File: src/rtl/ctrl_pkg.sv
// Shared encodings for the multi-cycle MIPS controller: states, ALU operation
// codes, instruction fields and datapath mux selects.
package ctrl_pkg;

    typedef enum logic [3:0] {
        S_FETCH,
        S_DECODE,
        S_EXEC_R,
        S_RWB,
        S_EXEC_I,
        S_IWB,
        S_MEMADR,
        S_MEMRD,
        S_MEMWB,
        S_MEMWR,
        S_BRANCH,
        S_JUMP,
        S_JR
    } state_t;

    localparam logic [3:0] ALU_NOP  = 4'h0;
    localparam logic [3:0] ALU_ADD  = 4'h1;
    localparam logic [3:0] ALU_ADDU = 4'h2;
    localparam logic [3:0] ALU_SUB  = 4'h3;
    localparam logic [3:0] ALU_SUBU = 4'h4;
    localparam logic [3:0] ALU_AND  = 4'h5;
    localparam logic [3:0] ALU_OR   = 4'h6;
    localparam logic [3:0] ALU_NOR  = 4'h7;
    localparam logic [3:0] ALU_SLT  = 4'h8;
    localparam logic [3:0] ALU_SLL  = 4'h9;
    localparam logic [3:0] ALU_SRL  = 4'hA;
    localparam logic [3:0] ALU_SRA  = 4'hB;
    localparam logic [3:0] ALU_JR   = 4'hC;
    localparam logic [3:0] ALU_BNE  = 4'hD;
    localparam logic [3:0] ALU_LUI  = 4'hE;

    localparam logic [5:0] OP_RTYPE = 6'h00;
    localparam logic [5:0] OP_J     = 6'h02;
    localparam logic [5:0] OP_JAL   = 6'h03;
    localparam logic [5:0] OP_BEQ   = 6'h04;
    localparam logic [5:0] OP_BNE   = 6'h05;
    localparam logic [5:0] OP_ADDI  = 6'h08;
    localparam logic [5:0] OP_SUBI  = 6'h09;
    localparam logic [5:0] OP_SLTI  = 6'h0A;
    localparam logic [5:0] OP_ANDI  = 6'h0C;
    localparam logic [5:0] OP_ORI   = 6'h0D;
    localparam logic [5:0] OP_LUI   = 6'h0F;
    localparam logic [5:0] OP_LW    = 6'h23;
    localparam logic [5:0] OP_SW    = 6'h2B;

    localparam logic [5:0] FN_SLL  = 6'h00;
    localparam logic [5:0] FN_SRL  = 6'h02;
    localparam logic [5:0] FN_SRA  = 6'h03;
    localparam logic [5:0] FN_JR   = 6'h08;
    localparam logic [5:0] FN_ADD  = 6'h20;
    localparam logic [5:0] FN_ADDU = 6'h21;
    localparam logic [5:0] FN_SUB  = 6'h22;
    localparam logic [5:0] FN_SUBU = 6'h23;
    localparam logic [5:0] FN_AND  = 6'h24;
    localparam logic [5:0] FN_OR   = 6'h25;
    localparam logic [5:0] FN_NOR  = 6'h27;
    localparam logic [5:0] FN_SLT  = 6'h2A;

    localparam logic [1:0] PCS_ALU    = 2'd0;
    localparam logic [1:0] PCS_ALUOUT = 2'd1;
    localparam logic [1:0] PCS_JUMP   = 2'd2;
    localparam logic [1:0] PCS_REGA   = 2'd3;

    localparam logic [1:0] SRCB_REGB  = 2'd0;
    localparam logic [1:0] SRCB_FOUR  = 2'd1;
    localparam logic [1:0] SRCB_IMM   = 2'd2;
    localparam logic [1:0] SRCB_IMMSH = 2'd3;

    localparam logic [1:0] RD_RT = 2'd0;
    localparam logic [1:0] RD_RD = 2'd1;
    localparam logic [1:0] RD_RA = 2'd2;

    localparam logic [1:0] M2R_ALUOUT = 2'd0;
    localparam logic [1:0] M2R_MDR    = 2'd1;
    localparam logic [1:0] M2R_PC     = 2'd2;

    // States that hold a memory access open until mem_ready.
    function automatic logic is_wait_state(input state_t s);
        return (s == S_FETCH) || (s == S_MEMRD) || (s == S_MEMWR);
    endfunction

endpackage

File: src/rtl/alu_op_decode.sv
// Combinational instruction classifier: maps opcode/shamt/func to an ALU
// operation and flags encodings the datapath does not support.
module alu_op_decode
    import ctrl_pkg::*;
(
    input  logic [5:0] opcode,
    input  logic [4:0] shamt,
    input  logic [5:0] func,
    output logic [3:0] alu_op,
    output logic       legal
);

    logic shift_ok;
    assign shift_ok = (shamt != 5'd0);

    always_comb begin
        alu_op = ALU_NOP;
        legal  = 1'b1;
        case (opcode)
            OP_RTYPE: begin
                case (func)
                    FN_ADD:  alu_op = ALU_ADD;
                    FN_ADDU: alu_op = ALU_ADDU;
                    FN_SUB:  alu_op = ALU_SUB;
                    FN_SUBU: alu_op = ALU_SUBU;
                    FN_AND:  alu_op = ALU_AND;
                    FN_OR:   alu_op = ALU_OR;
                    FN_NOR:  alu_op = ALU_NOR;
                    FN_SLT:  alu_op = ALU_SLT;
                    FN_JR:   alu_op = ALU_JR;
                    // sll with a zero shift is the canonical nop, still legal
                    FN_SLL:  alu_op = shift_ok ? ALU_SLL : ALU_NOP;
                    FN_SRL: begin
                        alu_op = ALU_SRL;
                        legal  = shift_ok;
                    end
                    FN_SRA: begin
                        alu_op = ALU_SRA;
                        legal  = shift_ok;
                    end
                    default: legal = 1'b0;
                endcase
            end
            OP_ADDI:       alu_op = ALU_ADD;
            OP_SUBI:       alu_op = ALU_SUB;
            OP_ANDI:       alu_op = ALU_AND;
            OP_ORI:        alu_op = ALU_OR;
            OP_SLTI:       alu_op = ALU_SLT;
            OP_LUI:        alu_op = ALU_LUI;
            OP_LW, OP_SW:  alu_op = ALU_ADD;
            OP_BEQ:        alu_op = ALU_SUB;
            OP_BNE:        alu_op = ALU_BNE;
            OP_J, OP_JAL:  alu_op = ALU_NOP;
            default:       legal  = 1'b0;
        endcase
    end

endmodule

File: src/rtl/multicycle_ctrl.sv
// Multi-cycle control FSM for the shared-memory MIPS datapath: sequences
// fetch/decode/execute/memory/writeback and stalls on mem_ready.
module multicycle_ctrl
    import ctrl_pkg::*;
#(
    parameter int RA_IDX      = 31,
    parameter int MEM_TIMEOUT = 0
) (
    input  logic       clk,
    input  logic       rst,
    input  logic [5:0] opcode,
    input  logic [4:0] shamt,
    input  logic [5:0] func,
    input  logic       zero,
    input  logic       mem_ready,
    output logic       mem_read,
    output logic       mem_write,
    output logic       IorD,
    output logic       IRWrite,
    output logic       pc_write,
    output logic [1:0] PCSource,
    output logic       ALUSrcA,
    output logic [1:0] ALUSrcB,
    output logic [3:0] ALUOp,
    output logic [1:0] RegDst,
    output logic [1:0] MemtoReg,
    output logic       RegWrite,
    output logic       instr_done,
    output logic       illegal,
    output logic       mem_err
);

    localparam logic [15:0] TO_LAST = (MEM_TIMEOUT > 0) ? 16'(MEM_TIMEOUT - 1) : 16'd0;

    state_t      state, state_nxt;
    logic [15:0] wait_cnt, wait_cnt_nxt;
    logic [3:0]  dec_alu_op;
    logic        dec_legal;
    logic        is_nop;
    logic        timeout_hit;

    // RA_IDX is applied by the register-file address mux; this block only selects it.
    logic unused_ra;
    assign unused_ra = ^5'(RA_IDX);

    alu_op_decode u_dec (
        .opcode (opcode),
        .shamt  (shamt),
        .func   (func),
        .alu_op (dec_alu_op),
        .legal  (dec_legal)
    );

    assign is_nop = (opcode == OP_RTYPE) && (func == FN_SLL) && (shamt == 5'd0);

    assign timeout_hit = (MEM_TIMEOUT > 0) && is_wait_state(state) && !mem_ready
                         && (wait_cnt == TO_LAST);

    always_ff @(posedge clk or posedge rst) begin
        if (rst) begin
            state    <= S_FETCH;
            wait_cnt <= 16'd0;
            mem_err  <= 1'b0;
        end else begin
            state    <= state_nxt;
            wait_cnt <= wait_cnt_nxt;
            if (timeout_hit)
                mem_err <= 1'b1;
        end
    end

    always_comb begin
        state_nxt  = state;
        mem_read   = 1'b0;
        mem_write  = 1'b0;
        IorD       = 1'b0;
        IRWrite    = 1'b0;
        pc_write   = 1'b0;
        PCSource   = PCS_ALU;
        ALUSrcA    = 1'b0;
        ALUSrcB    = SRCB_REGB;
        ALUOp      = ALU_ADD;
        RegDst     = RD_RT;
        MemtoReg   = M2R_ALUOUT;
        RegWrite   = 1'b0;
        instr_done = 1'b0;
        illegal    = 1'b0;

        // Reset silences every strobe at once, dropping any open access.
        if (!rst) begin
            case (state)
                S_FETCH: begin
                    mem_read = 1'b1;
                    ALUSrcB  = SRCB_FOUR;
                    if (mem_ready) begin
                        IRWrite   = 1'b1;
                        pc_write  = 1'b1;
                        state_nxt = S_DECODE;
                    end
                end
                S_DECODE: begin
                    ALUSrcB = SRCB_IMMSH;
                    if (!dec_legal) begin
                        illegal    = 1'b1;
                        instr_done = 1'b1;
                        state_nxt  = S_FETCH;
                    end else begin
                        case (opcode)
                            OP_RTYPE: begin
                                if (is_nop) begin
                                    instr_done = 1'b1;
                                    state_nxt  = S_FETCH;
                                end else if (func == FN_JR) begin
                                    state_nxt = S_JR;
                                end else begin
                                    state_nxt = S_EXEC_R;
                                end
                            end
                            OP_LW, OP_SW:   state_nxt = S_MEMADR;
                            OP_BEQ, OP_BNE: state_nxt = S_BRANCH;
                            OP_J, OP_JAL:   state_nxt = S_JUMP;
                            OP_ADDI, OP_SUBI, OP_ANDI,
                            OP_ORI, OP_SLTI, OP_LUI: state_nxt = S_EXEC_I;
                            default: begin
                                instr_done = 1'b1;
                                state_nxt  = S_FETCH;
                            end
                        endcase
                    end
                end
                S_EXEC_R: begin
                    ALUSrcA   = 1'b1;
                    ALUSrcB   = SRCB_REGB;
                    ALUOp     = dec_alu_op;
                    state_nxt = S_RWB;
                end
                S_RWB: begin
                    RegDst     = RD_RD;
                    MemtoReg   = M2R_ALUOUT;
                    RegWrite   = 1'b1;
                    instr_done = 1'b1;
                    state_nxt  = S_FETCH;
                end
                S_EXEC_I: begin
                    ALUSrcA   = 1'b1;
                    ALUSrcB   = SRCB_IMM;
                    ALUOp     = dec_alu_op;
                    state_nxt = S_IWB;
                end
                S_IWB: begin
                    RegDst     = RD_RT;
                    RegWrite   = 1'b1;
                    instr_done = 1'b1;
                    state_nxt  = S_FETCH;
                end
                S_MEMADR: begin
                    ALUSrcA   = 1'b1;
                    ALUSrcB   = SRCB_IMM;
                    ALUOp     = ALU_ADD;
                    state_nxt = (opcode == OP_LW) ? S_MEMRD : S_MEMWR;
                end
                S_MEMRD: begin
                    mem_read = 1'b1;
                    IorD     = 1'b1;
                    if (mem_ready)
                        state_nxt = S_MEMWB;
                end
                S_MEMWB: begin
                    RegDst     = RD_RT;
                    MemtoReg   = M2R_MDR;
                    RegWrite   = 1'b1;
                    instr_done = 1'b1;
                    state_nxt  = S_FETCH;
                end
                S_MEMWR: begin
                    mem_write = 1'b1;
                    IorD      = 1'b1;
                    if (mem_ready) begin
                        instr_done = 1'b1;
                        state_nxt  = S_FETCH;
                    end
                end
                S_BRANCH: begin
                    ALUSrcA    = 1'b1;
                    ALUSrcB    = SRCB_REGB;
                    ALUOp      = ALU_SUB;
                    PCSource   = PCS_ALUOUT;
                    pc_write   = (opcode == OP_BNE) ? !zero : zero;
                    instr_done = 1'b1;
                    state_nxt  = S_FETCH;
                end
                S_JUMP: begin
                    PCSource   = PCS_JUMP;
                    pc_write   = 1'b1;
                    instr_done = 1'b1;
                    // PC already holds PC+4 from fetch, which is the link value
                    if (opcode == OP_JAL) begin
                        RegDst   = RD_RA;
                        MemtoReg = M2R_PC;
                        RegWrite = 1'b1;
                    end
                    state_nxt = S_FETCH;
                end
                S_JR: begin
                    ALUSrcA    = 1'b1;
                    PCSource   = PCS_REGA;
                    pc_write   = 1'b1;
                    instr_done = 1'b1;
                    state_nxt  = S_FETCH;
                end
                default: state_nxt = S_FETCH;
            endcase

            // An expired wait abandons the access without committing anything.
            if (timeout_hit)
                state_nxt = S_FETCH;
        end
    end

    always_comb begin
        wait_cnt_nxt = 16'd0;
        if ((MEM_TIMEOUT > 0) && is_wait_state(state) && !mem_ready && !timeout_hit)
            wait_cnt_nxt = wait_cnt + 16'd1;
    end

endmodule
File: config.mk
export PLATFORM = sky130hd
export DESIGN_NAME = multicycle_ctrl
export DESIGN_NICKNAME = d
export VERILOG_FILES = /design/src/rtl/ctrl_pkg.sv /design/src/rtl/alu_op_decode.sv /design/src/rtl/multicycle_ctrl.sv
export SDC_FILE = /design/constraint.sdc
export NUM_CORES = 1
export LEC_CHECK = 0
export ABC_AREA = 1
export CORE_UTILIZATION = 40
export CTS_CLUSTER_SIZE = 10
export DETAILED_ROUTE_END_ITERATION = 16
export GPL_ROUTABILITY_DRIVEN = 0
export PLACE_DENSITY = 0.74
export SLEW_MARGIN = 10
export SYNTH_ARGS = -nofsm -noshare
export SYNTH_HDL_FRONTEND = slang
export SYNTH_SLANG_ARGS = --single-unit
File: constraint.sdc
create_clock -name clk -period 1.7 [get_ports clk]
set_input_delay 0.34 -clock clk [delete_from_list [all_inputs] [get_ports clk]]
set_output_delay 0.34 -clock clk [all_outputs]
set_load 0.02 [all_outputs]
==> metrics.txt, run 1 <==
Stop stage 5_1_grt; ranking of synthesized cells by area nand2_1 18%, nor2_1 14%, dfrtp_1 8.8%; most numerous cell in the Yosys netlist nand2_1; CTS Hold Bufs 0; Mapped Cells 226; DP HPWL 3.366 mm; share of the synthesized area in the top cell type 0.1819; Placed Area 1999 sq um; tool error [ERROR GRT-0232] Routing congestion too high. Check the congestion heatmap in the GUI.; CTS Root Cell clkbuf_4; TritonCTS buffer count 3; mapped cell area 1135 sq um; status stopped before the end; Die Ht 55.27 microns; I/O pin count 43; area leader, netlist nand2_1; CTS Buffer Depth 2; Seq/Total Area, Yosys 0.08820; effective utilization at floorplan 0.4420; Die X 55.27 microns; Primary FF master, synth dfrtp_1; clk sinks 4; worst_ep kind top-level output; Syn Nets 247; CTS H-tree lvls 1; largest net degree at the start of global routing 13; synth cell count leaders 55 x nand2_1, 41 x nor2_1, 26 x inv_1, 17 x nand3_1, 13 x inv_2; mean post-synth cell area 5.021 sq um; Port Buf Inserts 41; GRT Resource Usage Total 0.6011; number of synthesis warnings 0; Synth Register Bits 4; GR repair worst EP pc_write; Netlist cell types 28; GR Overflow Total 14; async set or reset register ratio after synthesis 1.000; number of flops mapped to enable cells by yosys 0; Rows 18
## cell families after synthesis
group,count (synthesis),share of synthesized area
flops,4,0.08821
compound gates,30,0.1610
simple gates,147,0.5987
buf+inv,44,0.1488
other cells,1,0.003304
## metrics by stage
stage	std cells	hold slack [ns]	setup slack, ns	utilization	setup TNS (ns)
4_1_cts	367	0.5355	-0.2412	0.8543	-3.215
3_5_place_dp	350	0.6927	-1.066	0.7788	-14.62
3_3_place_gp	350	0.6879	-0.9998	0.7788	-14.15
2_1_floorplan	226	0.1384	0.05692	-	0
## repair_timing
action / CTS
setup endpoints to repair: 24
buffers inserted: 15
gates resized for setup: 205
pin swaps: 30
## per-layer routing
layer	global-route usage	overflow
met3	0.3724	0
met5	0.03571	0
met1	0.5465	0
met4	0.6929	7
met2	0.8451	7
==> inputs of run 2 (changes only) <==
- CORE_UTILIZATION: 40 -> 25
- CTS_CLUSTER_SIZE: 10 -> not set
- PLACE_DENSITY: 0.74 -> not set
- PLACE_DENSITY_LB_ADDON: not set -> 0.15
==> metrics.txt, run 2 <==
endpoints failing setup 17; Max Fanout on Critical Path 4; WP data required 1.36 ns; via count 1921; Placed Cells 369; area leader, netlist nand2_1; register area 103.9 sq um; Critical Path AT 1.62 ns; max_cap viols 0; worst hold slack 0.5919 ns; Synth Register Bits 4; Clock Latency Late Sink 0.21 ns; skew final 0.0001252 ns; Power Total 0.002010 W; post-layout min period 1.961 ns; CTS Root Cell clkbuf_8; status complete, but fails checks; DP HPWL 3.325 mm; Mapped Cells 226; Leak 1.311 nW; power per cell area 757.5 nW/um^2; CP endpoint kind output pin; Top Registers state: 4 flops; routed len/inst 12.59 microns; I/O pin count 43; area delta synth->final 133.8%; Cell Count, Final, Fillers Out 405; maximum clock frequency 509.9 MHz; CTS H-tree lvls 1; dpl ws -1.044 ns; Nets 376; mean post-synth cell area 5.021 sq um; clk sinks 4; reg2reg setup slack 0.05 ns; layout cells sized above 1 0.7110; Final Cycle Share 1.154; RSZ-0062 raised after global routing true; Most flops, register state; routed wire length 5.098 mm; Multi-input gate area 1237 sq um; Seq/Total Area, Yosys 0.08820; drt first-iter violations 50; GRT Resource Usage Total 0.1889; effective utilization at floorplan 0.2606; most numerous cell in the Yosys netlist nand2_1; number of synthesis warnings 0; CTS Hold Bufs 0; Worst VDD drop 0.0008150 V; Netlist cell types 28; largest net degree at the start of global routing 11; CTS tree done; initial antenna violation count 0; setup TNS -2.853 ns; startpoint types register; mapped cell area 1135 sq um; synth cell count leaders 55 x nand2_1, 41 x nor2_1, 26 x inv_1, 17 x nand3_1, 13 x inv_2; Port Buf Inserts 41; most frequent cells in the layout 93 x buf_4, 38 x nand2_1, 23 x inv_2; die area 4813 sq um; core box area 4354 sq um; fillcell total 388; DR DRC count 0; number of flops mapped to enable cells by yosys 0; Primary FF master, synth dfrtp_1; Via density 4.743; commonest non-fill, non-tap cell in the layout buf_4; clock-pin slew on the worst setup and hold paths 0.03 ns; Hold Crit Class in -> async; Die Ht 69.38 microns; Rows 24; TritonCTS buffer count 3; async set or reset register ratio after synthesis 1.000; first-pass GRT wire length 7.507 mm; GR Overflow Total 0; Slew Limit Fails 0; Ant. Diodes 0; Final WS setup -0.2611 ns; Die X 69.38 microns; final hold viol count 0; share of the synthesized area in the top cell type 0.1819; DRT Pass-1 Iters 4; number of routed nets with antenna violations 0; max FFs per register 4; CTS Buffer Depth 2; failing checks setup timing; ranking of synthesized cells by area nand2_1 18%, nor2_1 14%, dfrtp_1 8.8%; critical path type reg -> out; vias in the first global route 1734; Syn Nets 247
run 2: timing repair:
action | in CTS | in global routing
pin swaps | 34 | 40
endpoints found under the setup margin | 24 | 25
buffers inserted | 21 | 13
resized for setup | 237 | 80
run 2: cell families (layout without fill, tap and decap cells):
family,count (synthesis),count (layout),synth area share
simple gates,147,147,0.5987
flops,4,4,0.08821
compound gates,30,30,0.1610
other cells,1,1,0.003304
buf+inv,44,171,0.1488
run 2: path summary, 6_finish.rpt:
| path | startpoint | end | cells after the start |
|---|---|---|---|
| setup / recovery | state[0] | pc_write | 8 |
| hold / removal | rst | state[0] | 3 |
| setup reg to reg | state[2] | state[3] | 10 |
| hold reg to reg | state[1] | state[1] | 3 |
| max in group asynchronous | rst | state[1] | 3 |
| min in group clk | opcode[2] | state[3] | 8 |
run 2: critical path, cell delays in order (launching register included):
cell and delay [ns]:
dfrtp_1 0.42, inv_2 0.15, nand2_4 0.08, nor3_2 0.21, inv_2 0.09, a21oi_2 0.10
o21ai_1 0.08, a31oi_2 0.12, buf_4 0.16
run 2: metal layers:
layer | wire length, microns | up-vias | GRT usage
met1 | 2262 | 894 | 0.2435
li1 | - | 974 | -
met3 | 161 | 8 | 0.01890
met5 | 0 | - | 0
met2 | 2601 | 45 | 0.3344
met4 | 73 | 0 | 0.04762
run 2: layout make-up:
| cell class | count | area share |
|---|---|---|
| inverter | 41 | 0.06554 |
| tap | 52 | 0.02452 |
| timing repair buffer | 127 | 0.3890 |
| multi-input combinational | 178 | 0.4663 |
| clock buffer | 3 | 0.01556 |
| sequential | 4 | 0.03913 |
run 2: power breakdown:
part | internal, W | leakage [nW] | switching [W]
sequential | 0.000126 | 0.0487 | 0.0000606
clock | 0.000150 | 0.0216 | 0.0000426
combinational | 0.000797 | 1.24 | 0.000834
total | 0.00107 | 1.31 | 0.000937
run 2: stage by stage:
stage,instance area [sq um],util
after floorplan,1146,-
after global placement,2004,0.4603
after detailed placement,2004,0.4603
after CTS,2326,0.5342
after global routing,2654,0.6095
final,2654,0.6095
(Power assumes the default switching activity.)
==> inputs of run 3 (changes only) <==
- CORE_AREA: not set -> 2 2 63 65
- CORE_UTILIZATION: 25 -> not set
- CTS_CLUSTER_SIZE: not set -> 40
- DIE_AREA: not set -> 0 0 65 67
- SLEW_MARGIN: 10 -> 20
==> metrics.txt, run 3 (synthesized netlist as in run 2, its figures left out) <==
status complete, but fails checks; failing checks setup timing; CTS Root Cell clkbuf_8; Critical Path AT 1.57 ns; slowest CP cell dfrtp_2; post-layout min period 1.914 ns; effective utilization at floorplan 0.3147; endpoints failing setup 18; via count 1794; worst hold slack 0.5985 ns; max FFs per register 4; Top Registers state: 4 flops; routed len/inst 11.97 microns; Final Cycle Share 1.126; first-pass GRT wire length 7.472 mm; CTS Hold Bufs 0; largest net degree at the start of global routing 11; Ant. Diodes 0; TritonCTS buffer count 3; RSZ-0062 raised after global routing true; routed wire length 4.560 mm; dpl ws -1.038 ns; Hold Crit Class in -> async; cells along the critical path inv_2 -> nor2_4 -> nand2_2 -> nand2_2 -> inv_2 -> nand2_1 -> a311oi_2 -> a21oi_2 -> buf_6; Multi-input gate area 1127 sq um; max_cap viols 0; commonest non-fill, non-tap cell in the layout buf_4; Worst VDD drop 0.0007341 V; Placed Cells 363; area delta synth->final 104.3%; Final WS setup -0.2140 ns; WP data required 1.36 ns; Cell Count, Final, Fillers Out 381; Internal Power 0.0008775 W; setup TNS -2.326 ns; Reg2Reg Depth 10; clk sinks 4; DRT Pass-1 Iters 4; power per cell area 726.5 nW/um^2; startpoint types register; Flop pwr share 0.110; Port Buf Inserts 41; drt first-iter violations 54; CTS tree done; CTS H-tree lvls 1; CP endpoint kind output pin; GRT Resource Usage Total 0.2167; worst setup path startpoint state[3]; Die Ht 67 microns; Max Fanout on Critical Path 4; Nets 356; most frequent cells in the layout 81 x buf_4, 42 x nand2_1, 24 x inv_2; I/O pin count 43; Most flops, register state; core box area 3606 sq um; Slew Limit Fails 0; register area 105.1 sq um; fillcell total 341; initial antenna violation count 0; DP HPWL 3.327 mm; Via density 4.709; maximum clock frequency 522.5 MHz; clock-pin slew on the worst setup and hold paths 0.03 ns; skew final 0.001945 ns; Comb power frac 0.773; post-route cell area 2318 sq um; sw frac 0.4791; reg2reg setup slack 0.01 ns; Leak 1.193 nW; critical path type reg -> out; Clock Latency Late Sink 0.22 ns; Die X 65 microns; number of routed nets with antenna violations 0; DR DRC count 0; CTS Buffer Depth 2; final hold viol count 0; vias in the first global route 1737; die area 4355 sq um; P_sw 0.0008069 W; layout cells sized above 1 0.6366; Placed Area 1984 sq um; clock share of power 0.117; GR Overflow Total 0; Worst path max stage delay 0.44 ns; Critical R2R Launch state[2]; Rows 22
[run 3: critical path, delay by kind of cell, from the launching register on]
kind,cells,cell delay (ns)
AO/OA/AOI/OAI,2,0.37
buffers and inverters,3,0.30
flip-flops,1,0.44
AND/OR/NAND/NOR,4,0.26
[run 3: power by group through the flow]
stage | sequential (W) | combinational [W] | clock [W]
2_1_floorplan | 0.000147 | 0.000520 | 0
3_3_place_gp | 0.000149 | 0.00106 | 0
3_5_place_dp | 0.000152 | 0.00107 | 0
4_1_cts | 0.000168 | 0.00117 | 0.000205
5_1_grt | 0.000191 | 0.00140 | 0.000208
6_report | 0.000186 | 0.00130 | 0.000197
[run 3: repair_timing]
item,in CTS,in global routing
gates cloned,0,0
resized for setup,238,31
pin swaps,38,14
setup buffers,8,7
endpoints found under the setup margin,24,25
[run 3: stage by stage]
stage | total power, W | utilization
6_report | 0.001684 | 0.6430
3_3_place_gp | 0.001210 | 0.5503
4_1_cts | 0.001546 | 0.6079
5_1_grt | 0.001797 | 0.6430
2_1_floorplan | 0.0006672 | -
3_5_place_dp | 0.001219 | 0.5503
[run 3: worst paths after layout]
path	end
max in group asynchronous	state[3]
min reg2reg	state[0]
max	instr_done
min in group clk	state[0]
min	state[1]
max reg2reg	state[2]
[run 3: cell type report]
class,instances,share of cell area
Clock buffer,3,0.01781
Inverter,41,0.06800
Multi-Input combinational cell,178,0.4862
Sequential cell,4,0.04533
Tap cell,48,0.02590
Timing Repair Buffer,107,0.3567
[run 3: metal layers]
metal,track usage,up-vias,part of all wire
met2,0.4085,35,0.52
li1,-,932,-
met5,0,-,0
met1,0.2586,822,0.43
met3,0.02365,5,0.029
met4,0.05585,0,0.014
==> inputs of run 4 (changes only) <==
- CTS_BUF_LIST: not set -> sky130_fd_sc_hd__clkbuf_8
==> results of run 4 <==
Final layout, timing and power as in run 3 (identical DEF).
==> patch, RTL diff (flow settings as in run 4) <==
Put one more register stage on the output `mem_err`. The value now appears one clock later. The other outputs are not delayed to match.
--- a/src/rtl/multicycle_ctrl.sv
+++ b/src/rtl/multicycle_ctrl.sv
@@ -32,6 +32,8 @@
 
     localparam logic [15:0] TO_LAST = (MEM_TIMEOUT > 0) ? 16'(MEM_TIMEOUT - 1) : 16'd0;
 
+    logic mem_err_s0;
+
     state_t      state, state_nxt;
     logic [15:0] wait_cnt, wait_cnt_nxt;
     logic [3:0]  dec_alu_op;
@@ -60,12 +62,12 @@
         if (rst) begin
             state    <= S_FETCH;
             wait_cnt <= 16'd0;
-            mem_err  <= 1'b0;
+            mem_err_s0 <= 1'b0;
         end else begin
             state    <= state_nxt;
             wait_cnt <= wait_cnt_nxt;
             if (timeout_hit)
-                mem_err <= 1'b1;
+                mem_err_s0 <= 1'b1;
         end
     end
 
@@ -223,4 +225,8 @@
             wait_cnt_nxt = wait_cnt + 16'd1;
     end
 
+    always_ff @(posedge clk) begin
+        mem_err <= mem_err_s0;
+    end
+
 endmodule
Behaviour: same outputs for any inputs over 10 cycles, from zero or initial values and one cycle with rst high; that may be too few to reach the edited logic, so the function may still have changed.
==> patch against run 4 <==
The run still ends with setup timing left. Total power is 2.1% higher. Synthesized area is 1.7% lower. Sequential cell count stayed put. Largest power group unchanged. Sequential share of layout area is 0.67 points lower. Critical path type unchanged. Setup slack worse by 45 ps. Cell count is 7.6% higher. Combinational power is 4% higher. Final area is 15% higher. Fmax is 2.3% lower. Wire length is 14% higher.
==> patch: results (changes against run 4) <==
outcome=finished with violations (unchanged); failing checks=setup timing (unchanged); Nets=385 (was 356); Avg Cell Area, Syn=4.71 µm² (was 5.02 µm²); Net Sw Frac=47.3% (was 47.9%); post-synthesis sequential area ratio=8.97% (was 8.82%); Top FF cell, synth=dfrtp_1 (unchanged); Final setup viols=20 (was 18); reg2reg path depth=10 (unchanged); worst path arrival time=1620 ps (was 1570 ps); layout cells sized above 1=66.6% (was 63.7%); distinct cell type count after synthesis=23 (was 28); top cells by count, synth=nand2_1, nor2_1, inv_1 (unchanged); post-synth top area share=21.2% (was 18.2%); gr usage total=24.1% (was 21.7%); Critical Path Max Stage Delay=440 ps (about the same); Via density=4.90 (was 4.71); Iteration-0 DRC Markers=115 (was 54); port bufs=41 (unchanged); diode count=0 (unchanged); first-pass GRT wire length=8.40 mm (was 7.47 mm); initial antenna violation count=0 (unchanged); drt pass-1 iters=4 (unchanged); Num CTS Buffers=3 (unchanged); reg2reg setup slack=20 ps; worst setup path end=RegWrite (was instr_done); slowest stage cell, crit path=dfrtp_2 (unchanged); Worst Setup SP=state[2]$_DFFE_PP0P_ (was state[3]$_DFFE_PP0P_); clk_skew=1.71 ps (was 1.94 ps); H-tree depth=1 (unchanged); syn_nets=258 (was 247); Detail Placement HPWL=3.18 mm (was 3.33 mm); post-layout util=73.7% (was 64.3%); FF-to-FF End=state[3]$_DFFE_PP0P_ (was state[2]$_DFFE_PP0P_); final setup margin=-259 ps (was -214 ps); Filler cells=274 (was 341); Ys Warns=0 (unchanged); Pleak=1.32 nW (was 1.19 nW); root cell of the clock tree=clkbuf_8 (unchanged); dpl cell area=2030 µm² (was 1980 µm²); synth top area cells=nand2_1, nor2_1, inv_1, nand3_1, dfrtp_1 (was nand2_1, nor2_1, dfrtp_1, inv_1, nand3_1); VDD IR max=0.000497 V (was 0.000734 V); Worst Path Max Fanout=4 (unchanged); WL/cell=12.6 µm (was 12.0 µm); Post-Layout Cell Count=410 (was 381); Clock transition at path regs=30 ps (about the same); CP top delay family=buffers and inverters (was flip-flops); setup tns final=-3030 ps (was -2330 ps); CP Class=flip-flop to output port (unchanged); Placed Instances=381 (was 363); RR Startpoint=state[0]$_DFFE_PP0P_ (was state[2]$_DFFE_PP0P_); Regs by FF count=state (4) (unchanged); min-delay worst type=flip-flop to flip-flop (was primary input to asynchronous set/reset pin); worst skew pair latency=220 ps (about the same); largest net degree at the start of global routing=17 (was 11)
## patch: cell count changes in the layout (fill, tap and decap cells not counted), sizes merged, moves of 2 or more
cell / delta
a21oi: -2
buf: +17
clkinv: -2
inv: +5
nand2: +4
nand3: +5
nor2: +4
o21ai: -3
## patch: how the worst min path moves through the flow
stage / from / end / cells after the start
after floorplan: rst / state[0]$_DFFE_PP0P_ / 2
final: state[2]$_DFFE_PP0P_ / state[2]$_DFFE_PP0P_ / 2
after global placement: state[2]$_DFFE_PP0P_ / state[2]$_DFFE_PP0P_ / 2
after detailed placement: state[2]$_DFFE_PP0P_ / state[2]$_DFFE_PP0P_ / 2
after global routing: state[2]$_DFFE_PP0P_ / state[2]$_DFFE_PP0P_ / 2
after CTS: rst / state[3]$_DFFE_PP0P_ / 3
## patch: what timing repair did
| action | in CTS | in global routing |
|---|---|---|
| endpoints found under the setup margin | 24 | 25 |
| buffers inserted | 26 | 4 |
| gates resized for setup | 296 | 44 |
| pin swaps | 48 | 38 |
## patch: routing by layer
| layer | vias to the layer above | share of wire, % | GRT usage [%] |
|---|---|---|---|
| met5 | - | 0 | 0 |
| met4 | 0 | 3.0 | 7.71 |
| met3 | 16 | 4.6 | 2.36 |
| met2 | 69 | 51 | 46.0 |
| met1 | 925 | 41 | 27.8 |
| li1 | 998 | - | - |
## patch: through the flow
stage          worst slack, ps  hold slack [ps]
2_1_floorplan            -4.10              329
3_3_place_gp             -1160              519
3_5_place_dp             -1150              525
4_1_cts                   -182              570
5_1_grt                   -342              622
6_report                  -259              580
## patch: power by group through the flow
stage | Combinational, mW | Sequential (mW) | Clock, mW
5_1_grt | 1.44 | 0.174 | 0.207
6_report | 1.35 | 0.168 | 0.199
4_1_cts | 1.22 | 0.161 | 0.202
3_5_place_dp | 0.994 | 0.152 | 0
3_3_place_gp | 0.998 | 0.153 | 0
2_1_floorplan | 0.456 | 0.146 | 0
## patch: final cells by class
| class | instances | share of cell area [%] |
|---|---|---|
| Sequential cell | 4 | 3.86 |
| Inverter | 44 | 6.31 |
| Multi-Input combinational cell | 185 | 47.6 |
| Clock buffer | 3 | 1.55 |
| Timing Repair Buffer | 126 | 38.4 |
| Tap cell | 48 | 2.26 |
## patch: cell families after synthesis
kind of cell | after synthesis | synth area share (%)
and+or+nand+nor | 159 | 61.1
AOI/OAI and AO/OA | 25 | 12.8
buffers and inverters | 48 | 16.8
other | 1 | 0.336
DFF | 4 | 8.97
## patch: worst reg2reg max path, delay by kind of cell, from the launching register on
family | cells | cell delay [ps]
DFF | 1 | 420
AOI/OAI and AO/OA | 2 | 200
and+or+nand+nor | 4 | 390
buffers and inverters | 4 | 530
